**config.mk**
```make
export PLATFORM = sky130hd
export DESIGN_NAME = halt_monitor
export DESIGN_NICKNAME = d
export VERILOG_FILES = /design/src/rtl/halt_monitor_pkg.sv /design/src/rtl/halt_monitor_cmp.sv /design/src/rtl/halt_monitor.sv
export SDC_FILE = /design/constraint.sdc
export NUM_CORES = 1
export LEC_CHECK = 0
export CORE_MARGIN = 2
export CORE_UTILIZATION = 45
export DETAILED_ROUTE_END_ITERATION = 10
export PLACE_DENSITY = 0.76
export SETUP_SLACK_MARGIN = 0.02
export SLEW_MARGIN = 25
export SYNTH_ARGS = -nofsm -noshare
export SYNTH_HDL_FRONTEND = slang
export SYNTH_HIERARCHICAL = 1
export SYNTH_SLANG_ARGS = --single-unit
```
**constraint.sdc**
```tcl
create_clock -name clk -period 6.1 [get_ports clk]
set_clock_uncertainty 0.2 [all_clocks]
set_input_delay 1.22 -clock clk [delete_from_list [all_inputs] [get_ports clk]]
set_output_delay 1.22 -clock clk [all_outputs]
set_load 0.05 [all_outputs]
```
**src/rtl/halt_monitor_pkg.sv**
```systemverilog
// halt_monitor_pkg: shared state and error encodings for halt_monitor.
package halt_monitor_pkg;
  typedef enum logic [1:0] {RUN, SETTLE, DONE} state_t;
  typedef enum logic [1:0] {ERR_NONE, ERR_TIMEOUT, ERR_HALT_DROP, ERR_WORD_CHG} err_t;
endpackage

```
**src/rtl/halt_monitor_cmp.sv**
```systemverilog
// halt_monitor_cmp: NUM_WORDS x WIDTH equality comparator, one mismatch bit.
module halt_monitor_cmp #(
  parameter int WIDTH     = 16,
  parameter int NUM_WORDS = 1
) (
  input  logic [NUM_WORDS*WIDTH-1:0] a,
  input  logic [NUM_WORDS*WIDTH-1:0] b,
  output logic                       mismatch
);
  logic [NUM_WORDS-1:0] ne;
  for (genvar i = 0; i < NUM_WORDS; i++) begin : g_word
    assign ne[i] = a[i*WIDTH +: WIDTH] != b[i*WIDTH +: WIDTH];
  end
  assign mismatch = |ne;
endmodule

```
**src/rtl/halt_monitor.sv**
```systemverilog
// halt_monitor: snapshots words on first halt, reports done SETTLE cycles later.
// Define HALT_MONITOR_CHECK_EN to enable timeout, halt-drop and word-change checks.
module halt_monitor
  import halt_monitor_pkg::*;
#(
  parameter int WIDTH     = 16,
  parameter int NUM_WORDS = 1,
  parameter int TIMEOUT   = 10000,
  parameter int SETTLE    = 5,
  parameter int CNT_W     = 32
) (
  input  logic                       clk,
  input  logic                       rst,
  input  logic                       halt,
  input  logic [NUM_WORDS*WIDTH-1:0] words,
  output logic                       done,
  output logic [1:0]                 err,
  output logic [NUM_WORDS*WIDTH-1:0] snap,
  output logic [CNT_W-1:0]           halt_cyc,
  output logic [CNT_W-1:0]           cyc_cnt
);
  localparam int SW = $clog2(SETTLE + 1);
  state_t         state;
  err_t           err_q;
  logic [SW-1:0]  set_cnt;
  logic [CNT_W-1:0] cnt_nxt;
  logic           mismatch;
  logic           timeout;
`ifdef HALT_MONITOR_CHECK_EN
  localparam bit CHK = 1'b1;
  halt_monitor_cmp #(.WIDTH(WIDTH), .NUM_WORDS(NUM_WORDS)) u_cmp (
    .a(words), .b(snap), .mismatch(mismatch)
  );
  assign timeout = cnt_nxt > CNT_W'(TIMEOUT);
`else
  localparam bit CHK = 1'b0;
  assign mismatch = 1'b0;
  assign timeout  = 1'b0;
`endif
  assign cnt_nxt = &cyc_cnt ? cyc_cnt : cyc_cnt + 1'b1;
  assign err     = err_q;
  // The timeout edge leaves cyc_cnt at TIMEOUT; every other non-DONE edge advances it.
  always_ff @(posedge clk or posedge rst) begin
    if (rst) begin
      state    <= RUN;
      err_q    <= ERR_NONE;
      done     <= 1'b0;
      snap     <= '0;
      halt_cyc <= '0;
      cyc_cnt  <= '0;
      set_cnt  <= '0;
    end else begin
      case (state)
        RUN: begin
          if (halt) begin
            snap     <= words;
            halt_cyc <= cnt_nxt;
            cyc_cnt  <= cnt_nxt;
            set_cnt  <= '0;
            state    <= halt_monitor_pkg::SETTLE;
          end else if (CHK && timeout) begin
            err_q <= ERR_TIMEOUT;
            done  <= 1'b1;
            state <= DONE;
          end else begin
            cyc_cnt <= cnt_nxt;
          end
        end
        halt_monitor_pkg::SETTLE: begin
          cyc_cnt <= cnt_nxt;
          set_cnt <= set_cnt + 1'b1;
          if (CHK && !halt) begin
            err_q <= ERR_HALT_DROP;
            done  <= 1'b1;
            state <= DONE;
          end else if (CHK && mismatch) begin
            err_q <= ERR_WORD_CHG;
            done  <= 1'b1;
            state <= DONE;
          end else if (set_cnt == SW'(SETTLE - 1)) begin
            done  <= 1'b1;
            state <= DONE;
          end
        end
        default: ;
      endcase
    end
  end
endmodule

```
Yosys cells after proc, flatten, opt, wreduce, memory -nomap -nowiden
Cells that the tools add are included.
W data, S select, Z words.
{"block": "classes", "addsub": 2, "n_mul": 0, "n_div": 0, "order_cmp": 0, "n_eq_ne": 4, "shift": 0, "n_mux": 6, "bitwise_logic": 0, "n_reduce_logical": 8}
{"operator": "$add A32 B1 Y32 const B", "n": 1}
{"operator": "$mux W32", "n": 1}
{"operator": "$reduce_and A32 Y1", "n": 1}
{"operator": "$pmux W3 S2", "n": 1}
{"operator": "$reduce_and A2 Y1", "n": 3}
{"operator": "$mux W2", "n": 2}
{"operator": "$ne A2 B2 Y1 const B", "n": 2}
{"operator": "$pmux W2 S2", "n": 1}
{"operator": "$add A3 B1 Y3 const B", "n": 1}
{"operator": "$eq A3 B3 Y1 const B", "n": 1}
{"operator": "$mux W3", "n": 1}
{"operator": "$reduce_and A3 Y1", "n": 1}
{"operator": "$eq A2 B1 Y1 const B", "n": 1}
{"operator": "$logic_not A2 Y1", "n": 1}
{"operator": "$reduce_bool A2 Y1", "n": 1}
{"operator": "$reduce_or A2 Y1", "n": 1}
{"block": "totals", "ff_bits": 86, "latchBits": 0, "ram_bits": 0, "romBits": 0, "inputBits": 19, "out_inout_bits": 83, "word_cells": 26, "mem_count": 0}

Logic depth before layout (Yosys ltp)
Gate-level depths: netlist of the first run.
{"block": "logic_depth", "depth_word": 3, "depth_mapped": 8, "mapped_depth_nobuf": 7}

Least setup slack after synthesis of the first run
Ideal clock, no wire load.
{"block": "synth_timing", "kind": "input to register", "from": "in halt", "to": "reg halt_cyc[21]", "setup_time_ps": 83, "arrival_time_ps": 2385, "required_time_ps": 5817, "slack_ps": 3432, "stages": 3, "path_buffers": 1, "path_cell_list": "or3b_2 > clkdlybuf4s50_2 > o21ai_0"}
{"block": "synth_via", "elab_chain_len": 1}
{"item": "start, declared", "line_no": "halt_monitor.sv:14", "source": "input logic halt,"}
{"item": "$reduce_and A2 Y1 (no source line)"}
{"item": "end signal, assigned", "line_no": "halt_monitor.sv:57", "source": "halt_cyc <= cnt_nxt;"}
{"item": "end, declared", "line_no": "halt_monitor.sv:19", "source": "output logic [CNT_W-1:0] halt_cyc,"}
Every way passes these cells.
A chain may end at the register's enable or synchronous reset.

Worst setup path in the final report of the first run
{"block": "layout_timing", "from": "reg cyc_cnt[19]", "to": "out cyc_cnt[19]"}
{"item": "start, declared", "line_no": "halt_monitor.sv:20", "source": "output logic [CNT_W-1:0] cyc_cnt"}
{"item": "start signal, assigned", "line_no": "halt_monitor.sv:58", "source": "cyc_cnt <= cnt_nxt;"}
{"item": "start signal, assigned", "line_no": "halt_monitor.sv:66", "source": "cyc_cnt <= cnt_nxt;"}
{"item": "start signal, assigned", "line_no": "halt_monitor.sv:70", "source": "cyc_cnt <= cnt_nxt;"}
No word-level cell between the ends.

==> results of run 1 <==
==> flip-flops by register name, indices dropped and copies added (netlist names) <==
name      count
halt_cyc     32
snap         16
cyc_cnt      32
state         2
set_cnt       3
done          1
==> layer usage <==
metal	up-vias	GRT usage, %
li1	1631	-
met1	1580	27.19
met2	121	32.58
met3	15	5.153
met4	0	7.165
met5	-	0
==> layout make-up <==
| type | count | area share [%] |
|---|---|---|
| inverters | 6 | 0.4431 |
| well taps | 111 | 2.589 |
| clock buffers | 11 | 2.449 |
| flip-flops and latches | 86 | 40.11 |
| multi-input cells | 318 | 34.47 |
| clock inverters | 4 | 0.9095 |
| repair buffers | 103 | 19.03 |
==> synthesized netlist by cell type, types with 2 or more instances <==
master / instances / area share [%]
nand2_1: 109 / 9.8
o31ai_2: 2 / 0.60
o31ai_1: 4 / 0.72
inv_1: 6 / 0.54
buf_6: 2 / 0.54
ha_1: 3 / 0.90
and3_2: 2 / 0.36
nand4_1: 11 / 1.6
a31oi_1: 3 / 0.45
nand4_2: 3 / 0.90
o21ai_1: 4 / 0.48
mux2_2: 2 / 0.54
clkbuf_1: 10 / 0.90
nand3_2: 2 / 0.48
a21oi_1: 2 / 0.24
buf_2: 6 / 0.72
nand3_1: 24 / 2.9
o211ai_1: 2 / 0.36
a22o_1: 2 / 0.42
a31o_2: 2 / 0.42
o21ai_0: 23 / 2.8
xor2_1: 17 / 3.6
nor3_1: 5 / 0.60
nor4_1: 4 / 0.60
and3_1: 9 / 1.3
nor4_2: 2 / 0.60
buf_4: 4 / 0.72
dfrtp_1: 86 / 52
and4_4: 4 / 1.1
xnor2_1: 34 / 7.1
nor2_1: 26 / 2.3
==> metrics by stage <==
step	total power [uW]	setup slack, ns
after detailed placement	730.6	2.943
after floorplan	681.2	2.458
final	1104	2.870
after global routing	1145	2.819
after global placement	728.3	3.008
after CTS	1114	2.880
==> power by group <==
group,total [uW],switching (uW),internal [uW],leakage (uW)
Clock,386,199,187,0.0000931
Sequential,593,8.08,585,0.00109
Combinational,125,83.2,41.5,0.00113
Total,1100,291,813,0.00231
==> kinds of logic after synthesis <==
logic type	count (synthesis)
flops	86
compound gates	47
xor+xnor	51
buf+inv	32
mux	2
simple gates	213
other cells	1
fa+ha+maj	3
==> final timing paths <==
kind,endpoint,slack [ns],cells after the start
max,cyc_cnt[19],2.87,1
min,snap[1]$_DFFE_PP0P_,0.27,2
max reg2reg,halt_cyc[2]$_DFFE_PP0P_,3.24,6
min reg2reg,snap[1]$_DFFE_PP0P_,0.27,2
max in group asynchronous,cyc_cnt[3]$_DFFE_PP0P_,3.58,3
min in group asynchronous,cyc_cnt[31]$_DFFE_PP0P_,1.06,2
==> tightest hold or removal path, cell delays in order, from the launching register on <==
cell     delay, ns
dfrtp_1       0.35
nand2_1       0.05
nand2_1       0.05
==> reports/qor.txt, run 1 <==
Residual DRC = 0
post-synthesis average cell area = 9.593 um^2
initial core utilization = 45.81%
CP max stage delay = 0.88 ns
CP Cell Sequence = clkdlybuf4s50_1
WL final = 9737 um
DRT Pass-1 Iters = 5
dpl hpwl = 6881 um
largest net degree at the start of global routing = 77
worst-path maximum fanout = 9
Final Setup Violations = 0
Slew headroom = 53.66%
slowest stage cell, crit path = clkdlybuf4s50_1
Ys Warns = 10
DP Cell Count = 624
Post-Syn Instances = 435
min cycle time layout = 3.230 ns
Hold Path Origin = snap[1]$_DFFE_PP0P_
Fill cells = 825
Worst Path Required = 4.68 ns
maximum vdd ir drop = 0.1056 mV
Post-Route M1 WL = 4266 um
num rows = 35
count of cell types in the netlist = 51
TNS Setup = 0 ns
WP data arrival = 1.81 ns
Worst Setup Start Kind = register
routed vias = 3,347
Setup Buffers After CTS = 0
core box area = 9109 um^2
Worst-path clk slew = 0.08 ns
ANT cells = 0
Routability Congestion = 0.9419
Gates resized, CTS repair = 0
most frequent cells in the layout = nand2_1 (109), clkdlybuf4s50_1 (99), dfrtp_1 (86)
hold_ws = 0.2750 ns
WL/cell = 15.24 um
Port Buffers = 99
RR Startpoint = cyc_cnt[0]$_DFFE_PP0P_
IO Count = 102
root buffer cell = clkbuf_8
Area Overhead vs Synth = 28.58%
leakage = 0.002311 uW
pwr dens = 205.7 nW/um^2
GR Util All Layers = 20.42%
largest family of logic cells by synthesized area = simple AND/OR/NAND/NOR gates
vias per inst = 5.238
FF/Latch Area = 2152 um^2
post-synthesis mux area share = 0.5397%
critical path endpoint category = output port
layout cell share with drive strength beyond 1 = 8.333%
Worst-Margin Slew = 0.6943 ns
Setup CP Type = reg2out
vias in the first global route = 3,259
post-route ant nets = 0
first-pass GRT wire length = 16,300 um
Post-DP Area = 5185 um^2
Clk Latency, worst-skew pair = 0.36 ns
Compound-Gate Fraction of Synth Area = 7.016%
Non-Filler Instances = 639
die extent in y = 100.3 um
Post-Synth Adder-Cell Area = 0.8996%
Async SR Flop Fraction = 100.0%
utilization after layout = 58.90%
Die W = 100.3 um
Max Cap Viol = 0
status = completed
worst min path class = reg2reg
hold buffers post-CTS = 0
commonest non-fill, non-tap cell in the layout = nand2_1
multi-input logic area = 1849 um^2
CTS H-tree depth = 3
Pins Over Slew Limit = 0
Max Fclk = 309.6 MHz
Crit path max-delay family = buffers and inverters
CTS tree = done
Hold Fails Final Rpt = 0
wire length on met3 = 676 um
Starting DRT DRC Count = 172
RSZ-0062 raised after global routing = false
Design Area, Final = 5365 um^2
Net count, final = 546
CP startpoint = cyc_cnt[19]$_DFFE_PP0P_
EDFF count, synth = 0
synthesized area = 4173 um^2
# clock sinks = 86
most frequently used flop master after synthesis = dfrtp_1
Synth Area in Simple Gates = 24.86%
met2 WL = 4640 um
die area = 10,060 um^2
clk buf depth = 2
period utilization = 52.95%
uppermost layer routed = met4
grt ovf = 0
Post-Synth XOR/XNOR Area = 10.70%
cts bufs inserted = 9
register area share after synthesis = 51.57%
CP bufs+invs = 1
post-synthesis register bit count = 86
initial antenna violation count = 0
No activity file was read; power rests on OpenSTA's default activity.
==> run 2: changes to the inputs <==
--- a/config.mk
+++ b/config.mk
@@ -8,7 +8,7 @@
 export CORE_MARGIN = 2
 export CORE_UTILIZATION = 45
 export DETAILED_ROUTE_END_ITERATION = 10
-export PLACE_DENSITY = 0.76
+export PLACE_DENSITY = 0.79
 export SETUP_SLACK_MARGIN = 0.02
 export SLEW_MARGIN = 25
 export SYNTH_ARGS = -nofsm -noshare
==> constraint.sdc (replaced) <==
create_clock -name clk -period 2.8 [get_ports clk]
set_clock_uncertainty 0.2 [all_clocks]
set_input_delay 0.56 -clock clk [delete_from_list [all_inputs] [get_ports clk]]
set_output_delay 0.56 -clock clk [all_outputs]
set_load 0.05 [all_outputs]
==> run 2 against run 1 <==
  * Via count grew 3.3%
  * First-iteration DRC count grew 39%
  * Largest power group unchanged
  * Non-clock buffer count increased by 4
==> reports/qor.txt, run 2 (synthesis results as in run 1) <==
Clk Latency, worst-skew pair = 0.37 ns (about the same)
RR Startpoint = cyc_cnt[0]$_DFFE_PP0P_
Worst Path Required = 2.04 ns (-2.64 ns)
pwr dens = 470.4 nW/um^2 (+130%)
WP data arrival = 1.81 ns (about the same)
CP max stage delay = 0.88 ns (about the same)
CP bufs+invs = 1 (unchanged)
Hold Path End = halt_cyc[5]$_DFFE_PP0P_
Starting DRT DRC Count = 239 (+39%)
worst-path maximum fanout = 10 (+1)
vias in the first global route = 3,352 (+2.9%)
Die W = 100.3 um (unchanged)
slowest stage cell, crit path = clkdlybuf4s50_1
die area = 10,060 um^2 (unchanged)
layout cell share with drive strength beyond 1 = 9.568% (+1.2 points)
Port Buffers = 99 (unchanged)
FF/Latch Area = 2152 um^2 (unchanged)
clk buf depth = 2 (unchanged)
IO Count = 102 (unchanged)
Hold Fails Final Rpt = 0 (unchanged)
top flop regs = cyc_cnt: 32 flops, halt_cyc: 32 flops, snap: 16 flops
multi-input logic area = 1857 um^2 (+0.41%)
commonest non-fill, non-tap cell in the layout = nand2_1
critical path endpoint category = output port
die extent in y = 100.3 um (unchanged)
initial antenna violation count = 0 (unchanged)
core box area = 9109 um^2 (unchanged)
CP Cell Sequence = clkdlybuf4s50_1
root buffer cell = clkbuf_8
maximum vdd ir drop = 0.2480 mV (+130%)
WL final = 10,060 um (+3.3%)
status = completed
Pins Over Slew Limit = 0 (unchanged)
routed vias = 3,458 (+3.3%)
Area Overhead vs Synth = 31.27%
DRT Pass-1 Iters = 4 (-1)
FF-to-FF setup slack = 0.24 ns (-3.00 ns)
cts bufs inserted = 9 (unchanged)
initial core utilization = 45.81% (unchanged)
Residual DRC = 0 (unchanged)
Worst Setup Start Kind = register
Hold Path Origin = halt_cyc[5]$_DFFE_PP0P_
TNS Setup = 0 ns (unchanged)
worst flop-to-flop path endpoint = cyc_cnt[10]$_DFFE_PP0P_
min cycle time layout = 2.573 ns
Max Cap Viol = 0 (unchanged)
Fill cells = 749 (-9.2%)
Net count, final = 550 (+0.73%)
ANT cells = 0 (unchanged)
Max Fclk = 388.7 MHz
vias per inst = 5.370 (+2.5%)
worst min path class = reg2reg
CTS tree = done
first-pass GRT wire length = 16,740 um (+2.7%)
Hold Crit Depth = 2 (unchanged)
WL/cell = 15.62 um (+2.5%)
dpl hpwl = 7103 um (+3.2%)
post-route ant nets = 0 (unchanged)
num rows = 35 (unchanged)
Slew headroom = 58.10% (+4.4 points)
RSZ-0062 raised after global routing = false
Worst-Margin Slew = 0.6256 ns (-0.06867 ns)
Final Setup Violations = 0 (unchanged)
# clock sinks = 86 (unchanged)
grt ovf = 0 (unchanged)
Worst-path clk slew = 0.10 ns (+0.02 ns)
largest net degree at the start of global routing = 87 (+13%)
CTS H-tree depth = 3 (unchanged)
period utilization = 91.88%
Crit path max-delay family = buffers and inverters
leakage = 0.002358 uW (+2.0%)
utilization after layout = 60.14% (+1.2 points)
Setup CP Type = reg2out
Routability Congestion = 0.8672 (-7.9%)
most frequent cells in the layout = nand2_1 (109), clkdlybuf4s50_1 (99), dfrtp_1 (86)
GR Util All Layers = 20.85% (+0.43 points)
Reg2Reg Depth = 7 (+1)
run 2: changes by cell type in the layout (fill, tap and decap cells not counted):
cell        before  now
nand3_4          0    1
nand3_2          2    1
clkbuf_1         2    0
buf_4            4    6
inv_8            0    2
inv_6            0    1
clkinv_4         1    0
clkinvlp_4       0    2
buf_12           0    2
bufinv_16        1    2
clkinv_2         3    1
run 2: area by class of cell:
cell class                      count  share of cell area, %
Tap cell                          111                  2.535
Inverter                            6                 0.4797
Timing Repair Buffer              107                  19.64
Sequential cell                    86                  39.29
Multi-Input combinational cell    318                  33.90
Clock inverter                      7                  1.896
Clock buffer                        9                  2.261
run 2: worst max-delay path by stage:
stage                                 from                  endpoint  slack, ns  depth (start not counted)
finish              cyc_cnt[9]$_DFFE_PP0P_                cyc_cnt[9]       0.23                          1
global route        cyc_cnt[0]$_DFFE_PP0P_   cyc_cnt[27]$_DFFE_PP0P_       0.04                          7
CTS                 cyc_cnt[0]$_DFFE_PP0P_  halt_cyc[21]$_DFFE_PP0P_       0.19                          7
detailed placement  cyc_cnt[0]$_DFFE_PP0P_  halt_cyc[21]$_DFFE_PP0P_       0.20                          7
global placement    cyc_cnt[0]$_DFFE_PP0P_   halt_cyc[2]$_DFFE_PP0P_       0.32                          6
floorplan           cyc_cnt[0]$_DFFE_PP0P_  halt_cyc[26]$_DFFE_PP0P_       0.22                          7
run 2: repair_timing:
action                                  in CTS  in global routing
endpoints found under the setup margin       0                  6
setup buffers                                0                  0
gates resized for setup                      0                  1
hold buffers                                 0                  0
run 2: per-layer routing:
| layer | wire length [um] | global-route usage, % | vias up |
|---|---|---|---|
| met2 | 4948 | 32.68 | 108 |
| met3 | 507 | 3.691 | 14 |
| met1 | 4460 | 29.68 | 1692 |
| met4 | 143 | 6.533 | 0 |
| met5 | 0 | 0 | - |
| li1 | - | - | 1644 |
run 2: power by group:
part	switching, uW	internal [uW]	total, uW
Combinational	182	92.7	275
Sequential	18.8	1270	1290
Clock	493	517	1010
Total	694	1880	2580
run 2: through the flow:
stage                     total power, uW  hold WS (ns)  area (um^2)  setup WS, ns  cells
after floorplan                      1484        0.2915         4180        0.2205    436
after global placement               1592        0.2569         5243        0.3170    628
after detailed placement             1597        0.2624         5243        0.2031    628
after global routing                 2666        0.3059         5478       0.03717    644
final                                2577        0.2811         5478        0.2274    644
after CTS                            2600        0.2877         5470        0.1850    644
==> run 3: changes to the inputs <==
--- a/config.mk
+++ b/config.mk
@@ -5,6 +5,7 @@
 export SDC_FILE = /design/constraint.sdc
 export NUM_CORES = 1
 export LEC_CHECK = 0
+export CAP_MARGIN = 20
 export CORE_MARGIN = 2
 export CORE_UTILIZATION = 45
 export DETAILED_ROUTE_END_ITERATION = 10
==> results of run 3 <==
Same layout as run 2: the final DEF is identical, and so are final timing and power.
==> RTL change 1: new RTL, settings of run 3 <==
Build with the macro `HALT_MONITOR_CHECK_EN` defined.
--- a/src/rtl/halt_monitor.sv
+++ b/src/rtl/halt_monitor.sv
@@ -2,2 +2,4 @@
 // Define HALT_MONITOR_CHECK_EN to enable timeout, halt-drop and word-change checks.
+`define HALT_MONITOR_CHECK_EN
+
 module halt_monitor
Check against the original RTL: not equivalent (Yosys sat finds a counterexample within 4 cycles, from zero or initial values and one cycle with rst high).
==> RTL change 1 against run 3 <==
- the run now ends with setup timing left
- sequential cell count grew 2
- total power grew 1.4%
- synthesized area grew 21%
- setup slack lost 0.85 ns
- hold slack gained 0.0041 ns
- wire length grew 54%
- register-to-register slack lost 0.86 ns
- cell area grew 37%
- largest cell class is now multi-input gates
- highest routed layer unchanged
==> RTL change 1: results (changes against run 3) <==
[sta]
setup_ws_ns = -0.6239  ; -0.8513 ns
relSlewSlack_pct = 52.63  ; -5.5 points
holdWs_ns = 0.2852  ; +0.004121 ns
setup_viol = 36  ; +36

[critical_path]
r2r_cells = 10  ; +3
cp.arrival_ns = 3.48  ; +1.67 ns
slowest_stage = or4_4
crit_family = simple AND/OR/NAND/NOR gates
crit_fanout = 6  ; -4

[yosys]
yosysSeqAreaShare_pct = 43.74  ; -7.8 points

[finish]
drive_above_1_share_pct = 29.53  ; +20 points
inverters_excl_clock = 13  ; +7
clockNetworkAreaShare_pct = 2.949  ; -1.2 points
multi_input_comb_cells = 429  ; +35%
final-nonclk-buf-share_pct = 27.09  ; +7.4 points

[power_and_ir_drop]
comb_power_share_pct = 11.5  ; +0.8 points
netSwitchingPower_uw = 697.2  ; +0.49%

[place]
dp_hpwl_mm = 11.47  ; +61%

[route]
dr.first_iter.drc_count = 328  ; +37%
firstDrtPassIters = 5  ; +1
routedWlPerCell_um = 16.86  ; +7.9%
met2WireLength_mm = 7.796  ; +58%
vias = 5015  ; +45%

[global_routing]
grtUsageMet3_pct = 3.734  ; +0.044 points
grt_pass1_wl_mm = 24.76  ; +48%
first_global_vias = 5158  ; +54%

[outcome]
violations = setup timing
status = complete, but fails checks

[clocking]
cts.sinks = 88  ; +2.3%

==> RTL change 1: changes by cell type after synthesis, sizes merged, moves of 10 or more <==
cell,before,now
nor2,27,37
o21ai,27,46
clkbuf,13,33
nand3,26,16
nor3,6,22
xor2,17,48
==> RTL change 1: worst register-to-register path, delay by kind of cell, from the launching register on <==
kind	cells	cell delay, ns
AND/OR/NAND/NOR	7	1.74
AO/OA/AOI/OAI	2	0.67
flip-flops	1	0.40
multiplexers	1	0.30
==> RTL change 1: through the flow <==
stage                     setup TNS (ns)  setup slack (ns)  std cells  util, %  area [um2]
final                             -17.73           -0.6239        919    68.98        7511
after CTS                         -17.58           -0.6048        918    68.31        7437
after global placement            -22.48           -0.7965        897    64.95        7072
after floorplan                   -24.18           -0.9009        574        -        5147
after detailed placement          -23.02           -0.8025        897    64.95        7072
after global routing              -23.37           -0.7535        919    68.98        7511
==> RTL change 2: new RTL, flow settings as in run 3 <==
Made on the original files. Reset style: synchronous (`rst`), changed in one clocked block.
--- a/src/rtl/halt_monitor.sv
+++ b/src/rtl/halt_monitor.sv
@@ -42,3 +42,3 @@
   // The timeout edge leaves cyc_cnt at TIMEOUT; every other non-DONE edge advances it.
-  always_ff @(posedge clk or posedge rst) begin
+  always_ff @(posedge clk) begin
     if (rst) begin
Formal check against the unedited RTL: differs if rst is asserted again (counterexample within 4 cycles, from zero or initial values and one cycle with rst high); with rst held inactive, the same outputs for 10 cycles.
==> RTL change 2 against run 3 <==
- synthesized area fell by 3.0%
- cell area is 2.2% lower
- sequential cell count stayed put
- via count rose by 19%
- setup slack worse by 0.095 ns
- total power rose by 3.9%
- wire length increased by 11%
- fmax down 3.5%
- largest cell class is now multi-input gates
==> RTL change 2: results (changes against run 3) <==
[critical_path]
r2r-end = cyc_cnt[31]$_SDFFE_PP0P_
slowest_delay_ns = 0.64  ; -0.24 ns
cp.arrival_ns = 2.76  ; +0.95 ns
slowest_stage = or4_4
r2r_slack_ns = 0.13  ; -0.11 ns
crit_family = simple AND/OR/NAND/NOR gates
r2r_cells = 5  ; -2
reg2reg_from = cyc_cnt[3]$_SDFFE_PP0P_
crit_fanout = 14  ; +4

[place]
placed_area_um2 = 5159  ; -1.6%
place.gp.congestion = 0.9399  ; +8.4%
place_ws_ns = 0.2007  ; -0.002389 ns
dp_hpwl_mm = 8.087  ; +14%
io_buffers = 99  ; unchanged

[outcome]
status = complete, no violations

[power_and_ir_drop]
leakagePower_nw = 1.771  ; -25%
p_int_mw = 1.859  ; -1.3%
ir_drop_v = 0.0002405  ; -3.0%

[yosys]
synth_edf_count = 0  ; unchanged
ys_types = 44  ; -14%
synth_common_cells = dfxtp_1 (86), nor2_1 (53), a21oi_1 (46), nand2_1 (46), o21ai_0 (33)
yosysSeqAreaShare_pct = 42.53  ; -9.0 points
synthTopCellsByArea = dfxtp_1 (43%), a21oi_1 (5.7%), nor2_1 (4.9%)
async_flop_share_pct = 0  ; -100 points
yosysWarnings = 6  ; -4

[clocking]
cts-root-buf = clkbuf_8
clkTransAtPathRegs_ns = 0.09
cts_buffer_depth = 2  ; unchanged
cts_setup_buffers = 0  ; unchanged
numCtsBuffers = 9  ; unchanged
cts_repair_resize_count = 0  ; unchanged

[min_path]
hold_path_end = snap[4]$_SDFFE_PP0P_
hp-start = snap[4]$_SDFFE_PP0P_

[global_routing]
first_global_vias = 3729  ; +11%
grt_pass1_wl_mm = 18.21  ; +8.8%
antenna_found_initial = 0  ; unchanged
grt.total_usage_pct = 22.68  ; +1.8 points
grt_max_degree = 56  ; -36%

[finish]
drive_above_1_share_pct = 6.814  ; -2.8 points
n_antenna_cell = 0  ; unchanged
reg_top3 = cyc_cnt: 32 flops, halt_cyc: 32 flops, snap: 16 flops
fillers = 760  ; +1.5%
nets = 604  ; +9.8%

[sta]
relSlewSlack_pct = 62.55  ; +4.5 points

[route]
vias = 4131  ; +19%
routedWlPerCell_um = 16.08  ; +3.0%
firstDrtPassIters = 5  ; +1
dr.first_iter.drc_count = 256  ; +7.1%

[floorplanning]
rows = 34  ; -2.9%

-- RTL change 2: worst max path at each step --
| stage | startpoint | end | slack, ns | cells after the start |
|---|---|---|---|---|
| finish | cyc_cnt[3]$_SDFFE_PP0P_ | cyc_cnt[31]$_SDFFE_PP0P_ | 0.13 | 5 |
| global route | cyc_cnt[3]$_SDFFE_PP0P_ | cyc_cnt[31]$_SDFFE_PP0P_ | 0.05 | 5 |
| CTS | cyc_cnt[3]$_SDFFE_PP0P_ | cyc_cnt[31]$_SDFFE_PP0P_ | 0.17 | 5 |
| detailed placement | cyc_cnt[3]$_SDFFE_PP0P_ | cyc_cnt[31]$_SDFFE_PP0P_ | 0.20 | 5 |
| global placement | cyc_cnt[3]$_SDFFE_PP0P_ | cyc_cnt[31]$_SDFFE_PP0P_ | 0.30 | 5 |
| floorplan | cyc_cnt[0]$_SDFFE_PP0P_ | cyc_cnt[23]$_SDFFE_PP0P_ | 0.05 | 7 |
-- RTL change 2: layout make-up --
cell class                 instances  area, um2  share of cell area, %
multi-input combinational        366       2142                  40.00
sequential                        86       1723                  32.17
timing repair buffer             115       1144                  21.36
tap                              108      135.1                  2.523
clock buffer                       9      123.9                  2.313
clock inverter                     7      72.57                  1.355
inverter                           4      15.01                 0.2804
-- RTL change 2: power by group through the flow --
stage / Combinational [mW] / Clock (mW) / Sequential, mW
after floorplan: 0.134 / 0 / 1.52
after global placement: 0.473 / 0 / 1.34
after detailed placement: 0.482 / 0 / 1.34
after CTS: 0.482 / 0.898 / 1.31
after global routing: 0.509 / 0.956 / 1.32
final: 0.479 / 0.885 / 1.31
-- RTL change 2: cells by family after synthesis --
family	Yosys count	share of synthesized area, %
other	1	0.09265
xor gates and xnor gates	9	1.947
adders and majority gates	3	0.9275
buffers and inverters	43	4.667
DFF	86	42.53
and+or+nand+nor	206	26.96
AOI/OAI and AO/OA	142	21.86
muxes	4	1.020
-- RTL change 2: worst min-delay path: cells and delay by family (launching register included) --
family / cells / cell delay (ns)
AO/OA/AOI/OAI: 1 / 0.05
flip-flops: 1 / 0.32
AND/OR/NAND/NOR: 1 / 0.05
-- RTL change 2: stage by stage --
step	hold WS [ns]	util (%)	power, mW	cells
after CTS	0.2596	61.41	2.693	695
after detailed placement	0.2472	59.15	1.823	679
after floorplan	0.3008	-	1.649	495
after global routing	0.2846	61.41	2.785	695
final	0.2568	61.41	2.677	695
after global placement	0.2409	59.15	1.811	679
-- RTL change 2: per-layer routing --
layer  global-route usage (%)  part of all wire [%]
met1                    29.85                    44
met2                    37.58                    49
met3                    3.617                   6.1
met4                    8.430                   1.4
met5                        0                     0
